File: src/rtl/plot_arbiter.sv
// Round-robin arbiter that scans one of two requested rectangles onto the framebuffer write port.
// Optional debug LEDs (ledr) are built in when PLOT_ARB_DEBUG_EN is defined.
module plot_arbiter #(
  parameter int X_W      = 8,
  parameter int Y_W      = 7,
  parameter int COL_W    = 3,
  parameter int S_W      = 4,
  parameter int SCREEN_W = 160,
  parameter int SCREEN_H = 120
) (
  input  logic             clk,
  input  logic             resetn,
  input  logic             req0,
  input  logic             req1,
  input  logic [X_W-1:0]   x0,
  input  logic [X_W-1:0]   x1,
  input  logic [Y_W-1:0]   y0,
  input  logic [Y_W-1:0]   y1,
  input  logic [S_W-1:0]   w0,
  input  logic [S_W-1:0]   w1,
  input  logic [S_W-1:0]   h0,
  input  logic [S_W-1:0]   h1,
  input  logic [COL_W-1:0] col0,
  input  logic [COL_W-1:0] col1,
  output logic             ack0,
  output logic             ack1,
  output logic             done0,
  output logic             done1,
  output logic [X_W-1:0]   plot_x,
  output logic [Y_W-1:0]   plot_y,
  output logic [COL_W-1:0] plot_colour,
  output logic             writeEn,
  output logic             busy
`ifdef PLOT_ARB_DEBUG_EN
  ,
  output logic [9:0]       ledr
`endif
);

  typedef enum logic [1:0] {IDLE, DRAW, DONE} state_t;

  localparam logic [X_W:0] SCR_W = (X_W+1)'(SCREEN_W);
  localparam logic [Y_W:0] SCR_H = (Y_W+1)'(SCREEN_H);

  state_t           state, state_n;
  logic [X_W-1:0]   bx, bx_n;
  logic [Y_W-1:0]   by, by_n;
  logic [S_W-1:0]   bw, bw_n, bh, bh_n, cx, cx_n, cy, cy_n;
  logic [COL_W-1:0] bc, bc_n;
  logic             served, served_n, fav, fav_n, grant;
  logic             ack0_n, ack1_n, done0_n, done1_n, we_n;
  logic [X_W-1:0]   px_n;
  logic [Y_W-1:0]   py_n;
  logic [COL_W-1:0] pc_n;
  logic [X_W:0]     sum_x;
  logic [Y_W:0]     sum_y;

  always_comb begin
    state_n  = state;
    bx_n     = bx;
    by_n     = by;
    bw_n     = bw;
    bh_n     = bh;
    bc_n     = bc;
    cx_n     = cx;
    cy_n     = cy;
    served_n = served;
    fav_n    = fav;
    grant    = 1'b0;
    ack0_n   = 1'b0;
    ack1_n   = 1'b0;
    done0_n  = 1'b0;
    done1_n  = 1'b0;
    we_n     = 1'b0;
    px_n     = plot_x;
    py_n     = plot_y;
    pc_n     = plot_colour;
    case (state)
      IDLE: begin
        if (req0 | req1) begin
          grant    = (req0 & req1) ? fav : req1;
          served_n = grant;
          bx_n     = grant ? x1 : x0;
          by_n     = grant ? y1 : y0;
          bw_n     = grant ? w1 : w0;
          bh_n     = grant ? h1 : h0;
          bc_n     = grant ? col1 : col0;
          cx_n     = '0;
          cy_n     = '0;
          ack0_n   = ~grant;
          ack1_n   = grant;
          state_n  = DRAW;
        end
      end
      DRAW: begin
        if (cx == bw && cy == bh) begin
          state_n = DONE;
          done0_n = ~served;
          done1_n = served;
        end else if (cx == bw) begin
          cx_n = '0;
          cy_n = cy + 1'b1;
        end else begin
          cx_n = cx + 1'b1;
        end
      end
      DONE: begin
        state_n = IDLE;
        // fav holds the index favoured at the next contended grant
        fav_n   = ~served;
      end
      default: state_n = IDLE;
    endcase
    // Clip test uses the carry bit so off-screen pixels never alias back on screen
    sum_x = (X_W+1)'(bx_n) + (X_W+1)'(cx_n);
    sum_y = (Y_W+1)'(by_n) + (Y_W+1)'(cy_n);
    if (state_n == DRAW) begin
      px_n = sum_x[X_W-1:0];
      py_n = sum_y[Y_W-1:0];
      pc_n = bc_n;
      we_n = (sum_x < SCR_W) && (sum_y < SCR_H);
    end
  end

  always_ff @(posedge clk or posedge resetn) begin
    if (resetn) begin
      state       <= IDLE;
      bx          <= '0;
      by          <= '0;
      bw          <= '0;
      bh          <= '0;
      bc          <= '0;
      cx          <= '0;
      cy          <= '0;
      served      <= 1'b0;
      fav         <= 1'b0;
      ack0        <= 1'b0;
      ack1        <= 1'b0;
      done0       <= 1'b0;
      done1       <= 1'b0;
      writeEn     <= 1'b0;
      plot_x      <= '0;
      plot_y      <= '0;
      plot_colour <= '0;
    end else begin
      state       <= state_n;
      bx          <= bx_n;
      by          <= by_n;
      bw          <= bw_n;
      bh          <= bh_n;
      bc          <= bc_n;
      cx          <= cx_n;
      cy          <= cy_n;
      served      <= served_n;
      fav         <= fav_n;
      ack0        <= ack0_n;
      ack1        <= ack1_n;
      done0       <= done0_n;
      done1       <= done1_n;
      writeEn     <= we_n;
      plot_x      <= px_n;
      plot_y      <= py_n;
      plot_colour <= pc_n;
    end
  end

  assign busy = (state != IDLE);

`ifdef PLOT_ARB_DEBUG_EN
  logic ack_tog, clip_seen;

  always_ff @(posedge clk or posedge resetn) begin
    if (resetn) begin
      ack_tog   <= 1'b0;
      clip_seen <= 1'b0;
    end else begin
      ack_tog   <= ack_tog ^ (ack0_n | ack1_n);
      clip_seen <= clip_seen | ((state_n == DRAW) & ~we_n);
    end
  end

  assign ledr = {4'b0000, clip_seen, ack_tog, fav,
                 state == DONE, state == DRAW, state == IDLE};
`endif

endmodule

File: config.mk
export PLATFORM = sky130hd
export DESIGN_NAME = plot_arbiter
export DESIGN_NICKNAME = d
export VERILOG_FILES = /design/src/rtl/plot_arbiter.sv
export SDC_FILE = /design/constraint.sdc
export NUM_CORES = 1
export LEC_CHECK = 0
export ABC_AREA = 1
export CAP_MARGIN = 10
export CELL_PAD_IN_SITES_DETAIL_PLACEMENT = 1
export CELL_PAD_IN_SITES_GLOBAL_PLACEMENT = 2
export CORE_MARGIN = 5
export CORE_UTILIZATION = 29
export CTS_CLUSTER_DIAMETER = 50
export DETAILED_ROUTE_END_ITERATION = 10
export PLACE_DENSITY_LB_ADDON = 0.1
export SYNTH_ARGS = -nofsm -noshare
export SYNTH_HDL_FRONTEND = slang
export SYNTH_SLANG_ARGS = --single-unit
File: constraint.sdc
create_clock -name clk -period 3.77 [get_ports clk]
set_input_delay 1.131 -clock clk [delete_from_list [all_inputs] [get_ports clk]]
set_output_delay 1.131 -clock clk [all_outputs]
set_load 0.05 [all_outputs]
==> run summary <==
The worst setup path is launched from an input port. The per-instance average area after synthesis was 8.27 um^2; the logic depth of the worst path, buffers included was 16. The clock latency of the later-clocked register in the worst-skew pair is 340 ps, and the final global-route overflow total is 0. The total number of vias was 3050; the number of buffers inserted by hold repair at cts was 0.

After detailed routing, the average wire length per cell comes to 15.4 um. The tools report the maximum VDD drop as 0.450 mV. The number of synthesized flops with an enable pin works out to 0.

The first-pass GRT wire length is 16400 um, and the actual slew at the worst max-slew pin is 581 ps. The root buffer selected by CTS was clkbuf_16. The finished layout holds 657 standard cells, fillers aside. Sequential area share after synthesis: 46.4%.

The die is 117 um wide. The synthesized design spends more area on one cell type than any other, namely dfrtp_1. Achievable clock frequency: 284 MHz.

The number of antenna violations at the first check in global routing was 0. The TritonCTS buffer count was 9. The number of cell instances on the worst register-to-register path is 21, and the yosys synthesis warning count is 0. The multi-input combinational cells in the finished layout cover a total of 1540 um^2. The proportion of synthesized flip-flops having asynchronous set or reset works out to 100%. The placed instances occupy a cell area of 4440 um^2. Walking the worst path, the cells encountered are clkdlybuf4s50_1 -> nor2_2 -> inv_2 -> buf_4 -> nand2_2 -> nand2_4 -> a21oi_1 -> ha_1 -> fa_1 -> a21oi_1 -> o21ai_0 -> inv_1 -> nor3_1 -> nor2_1 -> nand2_1 -> nor2_2. The worst path arrival time was 3750 ps. Once layout is complete, the utilization of the core stands at 42.4%. The clock passes through at most 2 buffers. The layout has 1330 filler cells. The share of the synthesized area in the top cell type was 46.4%.

Dividing the detail-routed via count by the number of cells gives 4.64. In this run the core area contains 39 standard-cell rows. The setup check on the worst reg-to-reg path leaves a slack of 750 ps. The run gives 61 as the clock sink total.

The number of nets handed over by synthesis was 466. In this run the tightest slew margin relative to its limit is 61.1%. Entering global routing, the biggest net connects 62 pins. Ranked by instance count, the synthesized netlist is headed by nand2_1 (116), dfrtp_1 (61), inv_1 (37).

For this design the static power due to leakage is 2.27 nW. Max-cap violations in this run came to 0. For the sequential cell area in the final layout, the log shows 1530 um^2. The cell class contributing the biggest share of worst-path delay was simple AND/OR/NAND/NOR gates. Detailed placement finished with a half-perimeter wire length of 7620 um. Following the worst setup path forward leads to its endpoint at writeEn. Yosys mapped the design onto 37 distinct sky130hd cell types. Setup violations remaining at the end of the flow were counted as 0. By area the synthesized netlist is led by dfrtp_1 (46%), nand2_1 (13%), inv_1 (4.2%).

The die is 117 um tall. The synthesized netlist occupies a cell area of 3290 um^2. The area added between synthesis and finish came out at 45.1%.

The first detailed-routing pass ran for 4 iterations. The maximum fanout along the worst path came out at 5. The class of the most critical hold timing path is reg -> reg.

The most used flip-flop cell after synthesis is dfrtp_1. In this run the critical register-to-register path is captured at writeEn. The deepest level of the CTS H-tree is 3, and the post-route clock period utilization is 93.3%.

The cell count after synthesis came out at 398. The tools report the final count of hold timing violations as 0. The first routing iteration left 83 violations.

In this run the critical register-to-register path is launched from cx[0]. The slowest stage cell on the critical path was clkdlybuf4s50_1. The post-synthesis sequential element count works out to 61.

TritonCTS built the clock tree. The post-placement setup slack came out at -164 ps. The run gives 0 as the count of antenna diodes in the layout.

The via count of the first global-routing pass came out at 3292. Counting both buffers and inverters, the worst setup path holds a total of 4. In this run the power density over the cells is 969 nW/um^2.

The most common cell in the synthesized netlist is nand2_1. The placeable core region is 11300 um^2, and the final weighted congestion in routability-driven placement is 0.795. The run finished with clean final reports. Setup repair after global routing left no endpoint under its margin. The kind of critical path is in -> reg.

In the routed design, unresolved DRC markers number 0. The clock-pin transition on the worst setup and hold timing paths was 50 ps. The launch point of the worst path was req1.

The fraction of layout instances using a drive strength above 1 came out at 15.2%. The run gives 4780 um^2 as the final design area excluding fillers. The die covers 13600 um^2. Number of pins exceeding their max-slew limit in the final report: 0.

Setup slack closes at 252 ps. The top-level port count was 80. The routed design has 10100 um of wire. The total global-route track usage is 15.9%, and the number of port buffers is 79. After layout, the design draws a total of 0.00463 W. The number of antenna-violating nets in the routed design was 0; the worst-case clock skew was 5.59 ps. The run gives 577 as the number of nets at the end of the flow. The category of the worst setup path capture point was a register. For this configuration, the core starts out at a cell density of 29.2%. In this run, placement finished with an instance count of 641.

The post-route minimum period works out to 3520 ps. The run gives 4000 ps as the endpoint required time on the critical path. Biggest cell delay along the critical path: 500 ps.
cells by family after synthesis:
logic type                 synth area share, %
xor gates and xnor gates                  1.60
AOI/OAI and AO/OA                         10.3
buffers and inverters                     7.29
and+or+nand+nor                           29.4
DFF                                       46.4
adders and majority gates                 5.02
repair_timing:
action | in CTS | in global routing
buffers inserted | 0 | 0
resized for setup | 0 | 4
endpoints found under the setup margin | 0 | 2
flip-flops by register name (all words and copies together) (netlist names), 2 cells and up:
register	cells
bw	4
bx	8
by	7
plot_colour	3
plot_x	8
state	2
plot_y	7
cx	4
cy	4
bh	4
bc	3
routing by layer:
layer | vias up | wire length (um) | track usage, %
met4 | 0 | 149 | 5.73
li1 | 1522 | - | -
met1 | 1463 | 4760 | 19.8
met5 | - | 0 | 0
met2 | 53 | 4790 | 26.4
met3 | 12 | 406 | 4.66
final cells by class:
type                    count  area share [%]
inverters                  44            3.46
clock buffers              12            5.37
flip-flops and latches     61            31.9
well taps                 143            3.74
repair buffers            109            21.8
multi-input cells         284            32.3
clock inverters             4            1.47
worst min-delay path by stage:
stage,start,end,slack [ps],depth (start not counted)
2_1_floorplan,served,done0,420,1
3_3_place_gp,served,done0,450,1
3_5_place_dp,served,done0,450,1
4_1_cts,served,done0,470,1
5_1_grt,served,done0,500,1
6_report,served,done0,460,1
through the flow:
stage | setup TNS, ps | hold slack [ps]
after floorplan | 0 | 422
after global placement | -272 | 449
after detailed placement | -560 | 451
after CTS | 0 | 466
after global routing | 0 | 504
final | 0 | 459
where the power goes:
part | internal [W] | total [W] | switching (W)
clock | 0.000612 | 0.000910 | 0.000298
combinational | 0.00103 | 0.00260 | 0.00157
sequential | 0.000960 | 0.00112 | 0.000164
placed cells by master, fill, tap and decap left out, types with 2 or more instances in the layout:
cell             synthesis  layout
nor2_1                  36      34
nand3_1                 25      25
nand4_1                  9       9
clkbuf_16                0       9
nand3_4                  2       2
nand3_2                  6       6
xor2_1                   5       5
inv_2                    7       8
nor3_1                   2       2
o21ai_1                  6       6
buf_4                    2      28
clkdlybuf4s50_1          0      79
nand2_2                  6       6
nor2_2                   2       4
nand2_1                116     116
ha_1                    10      10
a22oi_1                  3       3
o21a_1                   2       2
dfrtp_1                 61      61
bufinv_16                0       2
clkinv_2                 0       2
clkbuf_8                 0       2
inv_1                   37      36
o22ai_1                 14      13
a21oi_1                  8       7
buf_12                   0       2
a31oi_1                  3       3
a21oi_2                  1       2
fa_1                     2       2
o21ai_0                 15      15
No activity file was read; power rests on OpenSTA's default activity.
